==> src/rtl/z80_bus_pkg.sv <==
// z80_bus_pkg: shared types and constants for the Z80 bus cycle controller.
//   cycle_t      - requested machine-cycle kind (values 5..7 are illegal)
//   bus_state_t  - T-state sequencer states
//   ILLEGAL_RDATA - read data returned for an illegal request type
package z80_bus_pkg;

  typedef enum logic [2:0] {
    CYC_FETCH  = 3'd0,
    CYC_MEM_RD = 3'd1,
    CYC_MEM_WR = 3'd2,
    CYC_IO_RD  = 3'd3,
    CYC_IO_WR  = 3'd4
  } cycle_t;

  typedef enum logic [2:0] {
    ST_IDLE = 3'd0,
    ST_T1   = 3'd1,
    ST_T2   = 3'd2,
    ST_TW   = 3'd3,
    ST_T3   = 3'd4,
    ST_T4   = 3'd5
  } bus_state_t;

  localparam logic [7:0] ILLEGAL_RDATA = 8'hFF;

  function automatic logic is_legal(input logic [2:0] t);
    return (t <= CYC_IO_WR);
  endfunction

  function automatic logic is_read(input logic [2:0] t);
    return (t == CYC_FETCH) || (t == CYC_MEM_RD) || (t == CYC_IO_RD);
  endfunction

  function automatic logic is_io(input logic [2:0] t);
    return (t == CYC_IO_RD) || (t == CYC_IO_WR);
  endfunction

endpackage

==> src/rtl/z80_refresh_ctr.sv <==
// z80_refresh_ctr: Z80 R-register style refresh address counter.
//   Exists only when Z80_RFSH_EN is defined.
//   clk    in  1  clock
//   rst    in  1  synchronous active-high reset (clears counter)
//   inc    in  1  advance the counter by one
//   r_cnt  out 8  refresh address; low RFSH_BITS bits wrap, upper bits hold
`ifdef Z80_RFSH_EN
module z80_refresh_ctr #(
  parameter int unsigned RFSH_BITS = 7
) (
  input  logic       clk,
  input  logic       rst,
  input  logic       inc,
  output logic [7:0] r_cnt
);

  localparam int unsigned LOW_MASK_INT = (1 << RFSH_BITS) - 1;
  localparam logic [7:0]  LOW_MASK     = LOW_MASK_INT[7:0];

  always_ff @(posedge clk) begin
    if (rst) begin
      r_cnt <= '0;
    end else if (inc) begin
      // Masked merge keeps bits above RFSH_BITS untouched by the carry.
      r_cnt <= (r_cnt & ~LOW_MASK) | ((r_cnt + 8'd1) & LOW_MASK);
    end
  end

endmodule
`endif

==> src/rtl/z80_bus_cycle_ctrl.sv <==
// z80_bus_cycle_ctrl: sequences Z80 machine cycles (fetch, memory read/write,
// I/O read/write) as T-state accurate strobes, one clk per T-state.
// Optional feature macro: Z80_RFSH_EN (refresh phase with RFSH_L and R counter).
// Ports:
//   clk, rst                      clock, synchronous active-high reset
//   req_valid/req_ready           request handshake
//   req_type/req_addr/req_wdata   request fields, registered on accept
//   rsp_valid/rsp_rdata           one-cycle completion pulse and read data
//   addr_out/data_out/data_oe     address bus, write data bus and its enable
//   data_in, WAIT_L               read data bus, active-low wait request
//   M1_L MREQ_L IORQ_L RD_L WR_L RFSH_L   registered active-low strobes
module z80_bus_cycle_ctrl
  import z80_bus_pkg::*;
#(
  parameter int unsigned IO_AUTO_WAIT = 1,
  parameter int unsigned RFSH_BITS    = 7
) (
  input  logic        clk,
  input  logic        rst,
  input  logic        req_valid,
  output logic        req_ready,
  input  logic [2:0]  req_type,
  input  logic [15:0] req_addr,
  input  logic [7:0]  req_wdata,
  output logic        rsp_valid,
  output logic [7:0]  rsp_rdata,
  output logic [15:0] addr_out,
  output logic [7:0]  data_out,
  output logic        data_oe,
  input  logic [7:0]  data_in,
  input  logic        WAIT_L,
  output logic        M1_L,
  output logic        MREQ_L,
  output logic        IORQ_L,
  output logic        RD_L,
  output logic        WR_L,
  output logic        RFSH_L
);

  bus_state_t state, state_nxt;
  logic [2:0] cur_type, nxt_type;
  logic [1:0] wait_cnt, wait_cnt_nxt;
  logic       accept, forced_wait, capture;
  logic       lead_ph, strobe_ph;
  logic       m1_d, mreq_d, iorq_d, rd_d, wr_d, rfsh_d, oe_d, rsp_d;

  always_comb begin
    req_ready = 1'b0;
    case (state)
      ST_IDLE: req_ready = 1'b1;
      ST_T1:   req_ready = !is_legal(cur_type);  // illegal cycle ends in T1
      ST_T3:   req_ready = (cur_type != CYC_FETCH);
      ST_T4:   req_ready = 1'b1;
      default: req_ready = 1'b0;
    endcase
  end

  assign accept      = req_valid && req_ready;
  assign nxt_type    = accept ? req_type : cur_type;
  assign forced_wait = is_io(cur_type) && (32'(wait_cnt) < IO_AUTO_WAIT);

  always_comb begin
    state_nxt    = state;
    wait_cnt_nxt = wait_cnt;
    case (state)
      ST_IDLE: state_nxt = ST_IDLE;
      ST_T1:   state_nxt = is_legal(cur_type) ? ST_T2 : ST_IDLE;
      ST_T2, ST_TW: begin
        if (forced_wait) begin
          state_nxt    = ST_TW;
          wait_cnt_nxt = wait_cnt + 2'd1;
        end else if (!WAIT_L) begin
          state_nxt = ST_TW;
        end else begin
          state_nxt = ST_T3;
        end
      end
      ST_T3:   state_nxt = (cur_type == CYC_FETCH) ? ST_T4 : ST_IDLE;
      ST_T4:   state_nxt = ST_IDLE;
      default: state_nxt = ST_IDLE;
    endcase
    // An accepted request always overrides the return to IDLE.
    if (accept) begin
      state_nxt    = ST_T1;
      wait_cnt_nxt = '0;
    end
  end

  assign lead_ph   = (state_nxt == ST_T1) || (state_nxt == ST_T2) || (state_nxt == ST_TW);
  assign strobe_ph = (state_nxt == ST_T2) || (state_nxt == ST_TW);

  // Strobes are decoded from the state being entered so the pins are registered.
  always_comb begin
    m1_d   = 1'b1;
    mreq_d = 1'b1;
    iorq_d = 1'b1;
    rd_d   = 1'b1;
    wr_d   = 1'b1;
    rfsh_d = 1'b1;
    oe_d   = 1'b0;
    rsp_d  = 1'b0;
    case (nxt_type)
      CYC_FETCH: begin
        if (lead_ph) begin
          m1_d   = 1'b0;
          mreq_d = 1'b0;
          rd_d   = 1'b0;
        end
`ifdef Z80_RFSH_EN
        if (state_nxt == ST_T3) mreq_d = 1'b0;
        if ((state_nxt == ST_T3) || (state_nxt == ST_T4)) rfsh_d = 1'b0;
`endif
        rsp_d = (state_nxt == ST_T4);
      end
      CYC_MEM_RD: begin
        if (lead_ph || (state_nxt == ST_T3)) begin
          mreq_d = 1'b0;
          rd_d   = 1'b0;
        end
        rsp_d = (state_nxt == ST_T3);
      end
      CYC_MEM_WR: begin
        if (lead_ph || (state_nxt == ST_T3)) begin
          mreq_d = 1'b0;
          oe_d   = 1'b1;
        end
        if (strobe_ph) wr_d = 1'b0;
        rsp_d = (state_nxt == ST_T3);
      end
      CYC_IO_RD: begin
        if (strobe_ph) begin
          iorq_d = 1'b0;
          rd_d   = 1'b0;
        end
        rsp_d = (state_nxt == ST_T3);
      end
      CYC_IO_WR: begin
        if (strobe_ph) begin
          iorq_d = 1'b0;
          wr_d   = 1'b0;
        end
        if (lead_ph || (state_nxt == ST_T3)) oe_d = 1'b1;
        rsp_d = (state_nxt == ST_T3);
      end
      default: rsp_d = (state_nxt == ST_T1);
    endcase
  end

  assign capture = ((state == ST_T2) || (state == ST_TW)) && (state_nxt == ST_T3) &&
                   is_read(cur_type);

`ifdef Z80_RFSH_EN
  logic [7:0] r_cnt;

  z80_refresh_ctr #(.RFSH_BITS(RFSH_BITS)) u_refresh_ctr (
    .clk   (clk),
    .rst   (rst),
    .inc   (state == ST_T4),
    .r_cnt (r_cnt)
  );
`else
  logic unused_rfsh_bits;
  assign unused_rfsh_bits = ^RFSH_BITS;
`endif

  always_ff @(posedge clk) begin
    if (rst) begin
      state     <= ST_IDLE;
      cur_type  <= CYC_FETCH;
      wait_cnt  <= '0;
      M1_L      <= 1'b1;
      MREQ_L    <= 1'b1;
      IORQ_L    <= 1'b1;
      RD_L      <= 1'b1;
      WR_L      <= 1'b1;
      RFSH_L    <= 1'b1;
      data_oe   <= 1'b0;
      rsp_valid <= 1'b0;
      rsp_rdata <= '0;
      addr_out  <= '0;
      data_out  <= '0;
    end else begin
      state     <= state_nxt;
      wait_cnt  <= wait_cnt_nxt;
      M1_L      <= m1_d;
      MREQ_L    <= mreq_d;
      IORQ_L    <= iorq_d;
      RD_L      <= rd_d;
      WR_L      <= wr_d;
      RFSH_L    <= rfsh_d;
      data_oe   <= oe_d;
      rsp_valid <= rsp_d;
      if (accept) begin
        cur_type <= req_type;
        addr_out <= req_addr;
        data_out <= req_wdata;
        if (!is_legal(req_type)) rsp_rdata <= ILLEGAL_RDATA;
      end
      if (capture) rsp_rdata <= data_in;
`ifdef Z80_RFSH_EN
      if ((state_nxt == ST_T3) && (cur_type == CYC_FETCH)) addr_out <= {8'h00, r_cnt};
`endif
    end
  end

endmodule

==> config.mk <==
export PLATFORM = sky130hd
export DESIGN_NAME = z80_bus_cycle_ctrl
export DESIGN_NICKNAME = d
export VERILOG_FILES = /design/src/rtl/z80_bus_pkg.sv /design/src/rtl/z80_refresh_ctr.sv /design/src/rtl/z80_bus_cycle_ctrl.sv
export SDC_FILE = /design/constraint.sdc
export NUM_CORES = 1
export LEC_CHECK = 0
export CORE_MARGIN = 2
export CORE_UTILIZATION = 39
export DETAILED_ROUTE_END_ITERATION = 12
export PLACE_DENSITY = 0.76
export SLEW_MARGIN = 30
export SYNTH_ARGS = -nofsm -noshare
export SYNTH_HDL_FRONTEND = slang
export SYNTH_HIERARCHICAL = 1
export SYNTH_SLANG_ARGS = --single-unit
==> constraint.sdc <==
create_clock -name clk -period 1.8 [get_ports clk]
set_input_delay 0.18 -clock clk [delete_from_list [all_inputs] [get_ports clk]]
set_output_delay 0.18 -clock clk [all_outputs]
set_load 0.03 [all_outputs]
# Word level (Yosys, flattened, before mapping)
# Cells that the tools add are included.
totals:
  reg_bits: 47
  out_inout_bits: 41
  in_bits: 39
classes:
  reduce_logical: 30
  n_mux: 18
  n_bitwise: 3
  eq_ne: 18
  order_cmp: 3
  n_addsub: 1
op_table:
  columns: ["op", "count"]
  rows:
  - ["$mux W8", 3]
  - ["$eq A3 B2 Y1 const B", 7]
  - ["$eq A3 B3 Y1 const B", 6]
  - ["$reduce_or A2 Y1", 9]
  - ["$mux W3", 5]
  - ["$eq A3 B1 Y1 const B", 4]
  - ["$logic_not A3 Y1", 3]
  - ["$pmux W3 S3", 1]
  - ["$logic_or A1 B1 Y1", 8]
  - ["$le A3 B3 Y1 const B", 2]
  - ["$pmux W1 S3", 2]
  - ["$logic_and A1 B1 Y1", 4]
  - ["$mux W1", 4]
  - ["$pmux W1 S2", 2]
  - ["$reduce_and A2 Y1", 2]
  - ["$reduce_or A4 Y1", 1]
  - ["$not A1 Y1", 3]
  - ["$reduce_bool A3 Y1", 1]
  - ["$add A2 B1 Y2 const B", 1]
  - ["$lt A2 B1 Y1 const B", 1]
  - ["$mux W2", 1]
  - ["$ne A2 B2 Y1 const B", 1]
  - ["$reduce_bool A2 Y1", 1]
  - ["$logic_not A1 Y1", 1]

# Logic depth before layout (Yosys ltp)
# Gate-level depths: netlist (run 1).
depth:
  depth_word: 12
  depth_mapped: 7
  depth_no_buf: 6

# Worst setup path before layout (run 1)
# Ideal clock, no wire load.
synth_path:
  path_type: "reg2reg"
  startpoint: "reg cur_type[1]"
  endpoint: "reg RD_L"
  arrival_time_ps: 1573
  path_slack_ps: 100
  stages_incl_launch_ff: 7
  period_less_slack_ps: 1700
  required_time_ps: 1673
  path_buffers: 1
  cell_sequence: "dfxtp_1 clkbuf_8 and3b_2 o21ai_2 a311oi_2 o21ai_1 or3_1"
synth_between:
  elab_chain_len: 12
  word_cells_on_any_way: 31
  classes_between: "1 x order compare; 8 x eq/ne; 11 x mux; 11 x reduce/logical"
synth_rtl:
  columns: ["item", "line_no", "source"]
  rows:
  - ["start, declared", "z80_bus_cycle_ctrl.sv:41", "logic [2:0] cur_type, nxt_type;"]
  - ["start signal, assigned", "z80_bus_cycle_ctrl.sv:194", "cur_type <= req_type;"]
  - ["branches (longest 11 deep; another with $le A3 B3 Y1)", null, null]
  - ["$pmux W1 S3 *", "z80_bus_cycle_ctrl.sv:102", "case (nxt_type)"]
  - ["end signal, assigned", "z80_bus_cycle_ctrl.sv:188", "RD_L <= rd_d;"]
  - ["end, declared", "z80_bus_cycle_ctrl.sv:35", "output logic RD_L,"]
# Mark *: on every way between the ends.
# A chain may end at the register's enable or synchronous reset.

# Final worst setup path (run 1)
layout_path:
  startpoint: "reg cur_type[0]"
  endpoint: "reg rsp_valid"
layout_between:
  elab_chain_len: 8
  word_cells_on_any_way: 26
  classes_between: "1 x order compare; 9 x eq/ne; 8 x mux; 8 x reduce/logical"
layout_rtl:
  columns: ["item", "line_no", "source"]
  rows:
  - ["$le A3 B3 Y1, or another cell as far along", "z80_bus_pkg.sv:27", "return (t <= CYC_IO_WR);"]
  - ["$logic_not A1 Y1 or $logic_or A1 B1 Y1 (tied branches)", "z80_bus_cycle_ctrl.sv:51, z80_bus_pkg.sv:35", null]
  - ["$pmux W1 S3 or $logic_and A1 B1 Y1 (tied branches)", "z80_bus_cycle_ctrl.sv:49, z80_bus_cycle_ctrl.sv:60", null]
  - ["$logic_and A1 B1 Y1 or $mux W3 (tied branches)", "z80_bus_cycle_ctrl.sv:58, z80_bus_cycle_ctrl.sv:69", null]
  - ["$mux W3 or $pmux W3 S3 (tied branches)", null, null]
  - ["$eq A3 B3 Y1, or another cell as far along", "z80_bus_cycle_ctrl.sv:102", null]
  - ["$reduce_or A4 Y1 (no line), or another cell as far along", null, null]
  - ["$pmux W1 S2 *", "z80_bus_cycle_ctrl.sv:102", null]
  - ["end signal, assigned", "z80_bus_cycle_ctrl.sv:192", "rsp_valid <= rsp_d;"]
  - ["end, declared", "z80_bus_cycle_ctrl.sv:25", "output logic rsp_valid,"]
# Every way passes the cells marked *; elsewhere a longest branch is shown, timed or not.

==> run metrics, run 1 <==
Crit. End Element flip-flop; # diodes 0; # port buffers 78; fin crit share 95.3%; number of DRC markers in iteration 0 72; most numerous cell in the Yosys netlist nand2_1; design area 0.00317 sq mm; share of the yosys chip area belonging to registers 47.1%; Worst R2R Path Depth 6; top post-synthesis cells by area dfxtp_1 (47%), nand2_1 (10%), a21oi_1 (8.3%); Die ar. 0.00572 sq mm; # IOs 80; total core area 0.00504 sq mm; wire per inst 13.3 microns; first-pass GRT wire length 8050 microns; post-synth top area share 47.1%; P_int 0.00211 W; clock root buffer clkbuf_8; Initial Util 39.7%; Critical Path Max Stage Delay 0.65 ns; GP Congestion 0.881; Stages on worst setup path 6; Mean Syn Cell Area 8.81 sq um; die width 75.6 microns; CTS tree yes; antenna violations before repair 0; Worst path top cell family by delay simple AND/OR/NAND/NOR gates; post-route minimum period 1.72 ns; fin. max-slew vios 0; PnR worst setup slack 0.0841 ns; startpoint types flip-flop; Final #Nets 365; total of max-cap violations 0; Setup CP Type reg -> reg; Sw Ratio 32.1%; Netlist cell types 47; Die H 75.6 microns; share of layout cells above drive strength 1 19.9%; P_sw 0.000997 W; Critical Path Fanout Max 7; DRT Pass-1 Iters 4; number of flops mapped to enable cells by yosys 0; Leakage 1.18 nW; synth warn 6; Seq pwr share 39.4%; VDD IR max 0.692 mV; Area Growth Syn to Fin 58.8%; Post-Syn Nets 267; Cell Chain, Critical Path buf_4 -> or4_2 -> o21ai_2 -> a211oi_2 -> nand3b_1 -> a311oi_1; mapped cell area 0.00200 sq mm; Crit path required time 1.97 ns; status finished, final reports clean; Crit-path slowest cell or4_2; GRT Residual Overflow 0; power density over the cells 978 mW/mm^2; CTS Sinks 47; hold path depth 3; Tot Pwr 0.00311 W; CTS Buffer Depth 2; clk_lat worst skew 0.30 ns; Post-Syn Instances 227; Vias/cell 4.92; final hold slack 0.419 ns; Main synth FF type dfxtp_1; via count 1947; Post-Route WL 5250 microns; clock skew 0.00901 ns; # setup viols final 0; total track usage 18.7%; Hold Path Class in -> reg; async set-reset flop share out of synthesis 0%; Placed Area 0.00300 sq mm; crit path DAT 1.88 ns; Crit path buffers/inverters 1; Comb power frac 34.3%; CTS Hold Bufs 0; total CTS buffers 5; drc violations 0; RSZ-0062 raised after global routing false; Yosys reg bits 47; clock power share 26.3%; largest area contributor in the netlist dfxtp_1; Fmax 583 MHz; pre-CTS setup slack -0.0729 ns; Post-DP HPWL 3950 microns; final hold viol count 0; ANT nets after route 0; H-Tree Depth 2; vias in the first global route 1762; most frequent cells after synthesis nand2_1 (55), dfxtp_1 (47), a21oi_1 (33), o221a_2 (8); Rows 26; CTS clk-pin slew, worst paths 0.09 ns; pin count of the biggest net entering global routing 35
[layer usage]
metal	share of wire, %	wire (microns)	track usage [%]	vias to the layer above
li1	-	-	-	993
met1	44	2290	23.3	878
met2	47	2460	30.1	70
met3	8.6	453	7.94	6
met4	0.82	43	4.87	0
met5	0	0	0	-
[final timing paths]
path                     from           to  slack (ns)
setup / recovery  cur_type[0]    rsp_valid        0.08
hold / removal    req_addr[0]  addr_out[0]        0.42
setup reg to reg  cur_type[0]    rsp_valid        0.08
hold reg to reg   addr_out[4]  addr_out[4]        0.46
[cell families after synthesis]
family                     synth area share, %
AOI/OAI and AO/OA                         24.0
xor gates and xnor gates                  1.31
adders and majority gates                0.626
buffers and inverters                     5.38
DFF                                       47.1
muxes                                    0.501
other                                    0.188
and+or+nand+nor                           20.9
[worst register-to-register path: stages, from the launching register on]
cell and delay, ns:
dfxtp_4 0.39, buf_4 0.16, or4_2 0.65, o21ai_2 0.10, a211oi_2 0.10, nand3b_1 0.10
a311oi_1 0.10
[stage by stage]
stage	util, %	TNS [ns]	std cells
2_1_floorplan	-	0	227
3_3_place_gp	59.4	0	387
3_5_place_dp	59.4	-0.0924	387
4_1_cts	62.1	0	395
5_1_grt	63.0	0	396
6_report	63.0	0	396
[cell usage in the layout, fill, tap and decap left out, types with 2 or more instances in the layout]
| cell | instances |
|---|---|
| clkdlybuf4s50_1 | 77 |
| nand2_1 | 55 |
| dfxtp_1 | 44 |
| a21oi_1 | 33 |
| buf_4 | 26 |
| o221a_2 | 8 |
| nor2_1 | 6 |
| nor3_1 | 6 |
| clkbuf_8 | 6 |
| o21ai_0 | 5 |
| inv_1 | 4 |
| o21ai_2 | 3 |
| nor2b_1 | 3 |
| xnor2_1 | 3 |
| or3_1 | 3 |
| dfxtp_4 | 3 |
| nand3_1 | 2 |
| a211oi_1 | 2 |
| o31ai_1 | 2 |
| nand4b_1 | 2 |
| buf_12 | 2 |
[registers in the layout (all words and copies together), names as in the netlist]
signal and count:
data_out 8, RD_L 1, data_oe 1, WR_L 1, addr_out 16, IORQ_L 1, rsp_rdata 8, wait_cnt 2
MREQ_L 1, state 3, M1_L 1, rsp_valid 1, cur_type 3
[layout make-up]
cell class / count / area, sq um
Clock buffer: 6 / 82.6
Fill cell: 439 / 1870
Clock inverter: 2 / 38.8
Sequential cell: 47 / 952
Inverter: 5 / 18.8
Multi-Input combinational cell: 161 / 988
Tap cell: 70 / 87.6
Timing Repair Buffer: 105 / 1010
[timing repair]
action,4_1_cts,5_1_grt
setup buffers,0,1
gates resized for setup,5,10
pin swaps,0,3
setup endpoints to repair,10,12
[power groups by stage]
stage	Sequential (W)	Combinational [W]	Clock, W
final	0.00122	0.00107	0.000816
after global routing	0.00124	0.00114	0.000887
after CTS	0.00122	0.00105	0.000840
after detailed placement	0.00124	0.00105	0
after global placement	0.00124	0.00104	0
after floorplan	0.00142	0.000402	0
(Power assumes the default switching activity.)
==> run 2, diff against run 1 <==
GPL_ROUTABILITY_DRIVEN = 0   (was default)
==> run metrics, run 2 (synthesis results as in run 1) <==
status finished, final reports clean; Tot Pwr 0.00310 W (-0.23%); Critical Path Max Stage Delay 0.46 ns (-0.19 ns); Post-DP HPWL 4010 microns (+1.6%); GRT Residual Overflow 0 (unchanged); Biggest register addr_out; Post-Route WL 5390 microns (+2.7%); Vias/cell 4.94 (+0.57%); Die ar. 0.00572 sq mm (unchanged); Crit path required time 1.99 ns (+0.02 ns); Stages on worst setup path 5 (-1); ANT nets after route 0 (unchanged); die width 75.6 microns (unchanged); crit path from state[0]; first-pass GRT wire length 8410 microns (+4.5%); RSZ-0062 raised after global routing true; Crit-path slowest cell dfxtp_1; power density over the cells 976 mW/mm^2 (-0.23%); via count 1963 (+0.82%); CTS Buffer Depth 2 (unchanged); number of DRC markers in iteration 0 119 (+65%); vias in the first global route 1860 (+5.6%); Area Growth Syn to Fin 58.8% (unchanged); most frequent cells in the layout clkdlybuf4s50_1 (77), nand2_1 (55), dfxtp_1 (44); # diodes 0 (unchanged); Crit path buffers/inverters 0 (-1); Cells after DPL 389 (+0.52%); # port buffers 78 (unchanged); # IOs 80 (unchanged); Largest regs addr_out x16, data_out x8, rsp_rdata x8; wire per inst 13.6 microns (+2.4%); Cell Chain, Critical Path nor2b_2 -> a221o_2 -> nor3_1 -> a21oi_1 -> or3_1; CTS Sinks 47 (unchanged); Largest register FFs 16 (unchanged); CTS clk-pin slew, worst paths 0.09 ns (about the same); Leakage 1.18 nW (+0.20%); Worst R2R Path Depth 5 (-1); fin. max-slew vios 0 (unchanged); clk_lat worst skew 0.31 ns (about the same); HP Start req_addr[4]; Worst path top cell family by delay simple AND/OR/NAND/NOR gates; Rows 26 (unchanged); post-route minimum period 1.70 ns (-0.0130 ns); CTS Hold Bufs 0 (unchanged); drc violations 0 (unchanged); clock root buffer clkbuf_8; CTS tree yes; total track usage 19.7% (+0.99 points); final hold viol count 0 (unchanged); Slew @ Worst Pin 0.521 ns; # setup viols final 0 (unchanged); final hold slack 0.406 ns (-0.0126 ns); total CTS buffers 5 (unchanged); CP endpoint RD_L; r2r endpoint RD_L; Critical Path Fanout Max 5 (-2); Crit. End Element flip-flop; clock skew 0.00668 ns (-0.00233 ns); total of max-cap violations 0 (unchanged); Post-Layout Cell Count 397 (+0.25%); Fmax 587 MHz (+0.76%); antenna violations before repair 0 (unchanged); pin count of the biggest net entering global routing 35 (unchanged); crit path DAT 1.89 ns (about the same); Hold Path Class in -> reg; Die H 75.6 microns (unchanged); total core area 0.00504 sq mm (unchanged); slew margin rel. 64.9%; reg2reg setup slack 0.1 ns (about the same); Final #Nets 366 (+0.27%); share of layout cells above drive strength 1 20.5% (+0.55 points); H-Tree Depth 2 (unchanged); VDD IR max 0.612 mV (-12%); startpoint types flip-flop; Initial Util 39.7% (unchanged); commonest non-fill, non-tap cell in the layout clkdlybuf4s50_1; DRT Pass-1 Iters 4 (unchanged); reg-to-reg startpoint state[0]; Setup CP Type reg -> reg; fin crit share 94.6% (-0.72 points)
-- run 2: cell count changes in the layout (fill, tap and decap cells not counted) --
| cell | change |
|---|---|
| dfxtp_4 | -1 |
| nor2b_4 | -1 |
| a211oi_2 | +1 |
| clkbuf_8 | -1 |
| o22ai_2 | -1 |
| a211oi_1 | -1 |
| o22ai_1 | +1 |
| nor2b_2 | +1 |
| buf_4 | +1 |
| clkinv_4 | +1 |
| a311oi_2 | +1 |
| a311oi_1 | -1 |
| dfxtp_2 | +1 |
-- run 2: worst register-to-register path, stage by stage (launching register included) --
cell and delay [ns]:
dfxtp_1 0.46, nor2b_2 0.11, a221o_2 0.45, nor3_1 0.18, a21oi_1 0.05, or3_1 0.35
-- run 2: final cells by class --
cell class | count | area [sq um]
clock buffers | 5 | 68.8
repair buffers | 106 | 1010
flip-flops and latches | 47 | 950
clock inverters | 3 | 47.5
fillers | 456 | 1870
well taps | 70 | 87.6
inverters | 5 | 18.8
multi-input cells | 161 | 988
-- run 2: how the worst min path moves through the flow --
stage	to	slack, ns	depth (start not counted)
5_1_grt	addr_out[12]	0.39	3
3_5_place_dp	data_out[6]	0.45	2
6_report	addr_out[4]	0.41	3
4_1_cts	addr_out[12]	0.40	3
3_3_place_gp	addr_out[11]	0.44	2
2_1_floorplan	cur_type[2]	0.32	2
-- run 2: repair_timing --
item | 4_1_cts | 5_1_grt
resized for setup | 1 | 13
buffers inserted | 0 | 0
setup endpoints to repair | 1 | 38
pin swaps | 0 | 4
-- run 2: routing by layer --
metal	vias to the layer above	share of wire, %	GRT usage, %
li1	993	-	-
met5	-	0	0
met4	0	2.2	9.16
met3	11	9.8	7.28
met1	884	41	24.0
met2	75	47	31.1
-- run 2: power by group --
part | internal (W) | switching [W]
clock | 0.000421 | 0.000382
combinational | 0.000502 | 0.000571
sequential | 0.00115 | 0.0000702
total | 0.00208 | 0.00102
-- run 2: stage by stage --
step | instance area [sq um] | utilization (%) | setup slack [ns] | TNS [ns]
after floorplan | 2000 | - | 0.0996 | 0
after global placement | 3010 | 59.7 | -0.0333 | -0.0333
after detailed placement | 3010 | 59.7 | -0.107 | -0.107
after CTS | 3130 | 62.1 | 0.00338 | 0
after global routing | 3170 | 63.0 | 0.00943 | 0
final | 3170 | 63.0 | 0.0971 | 0
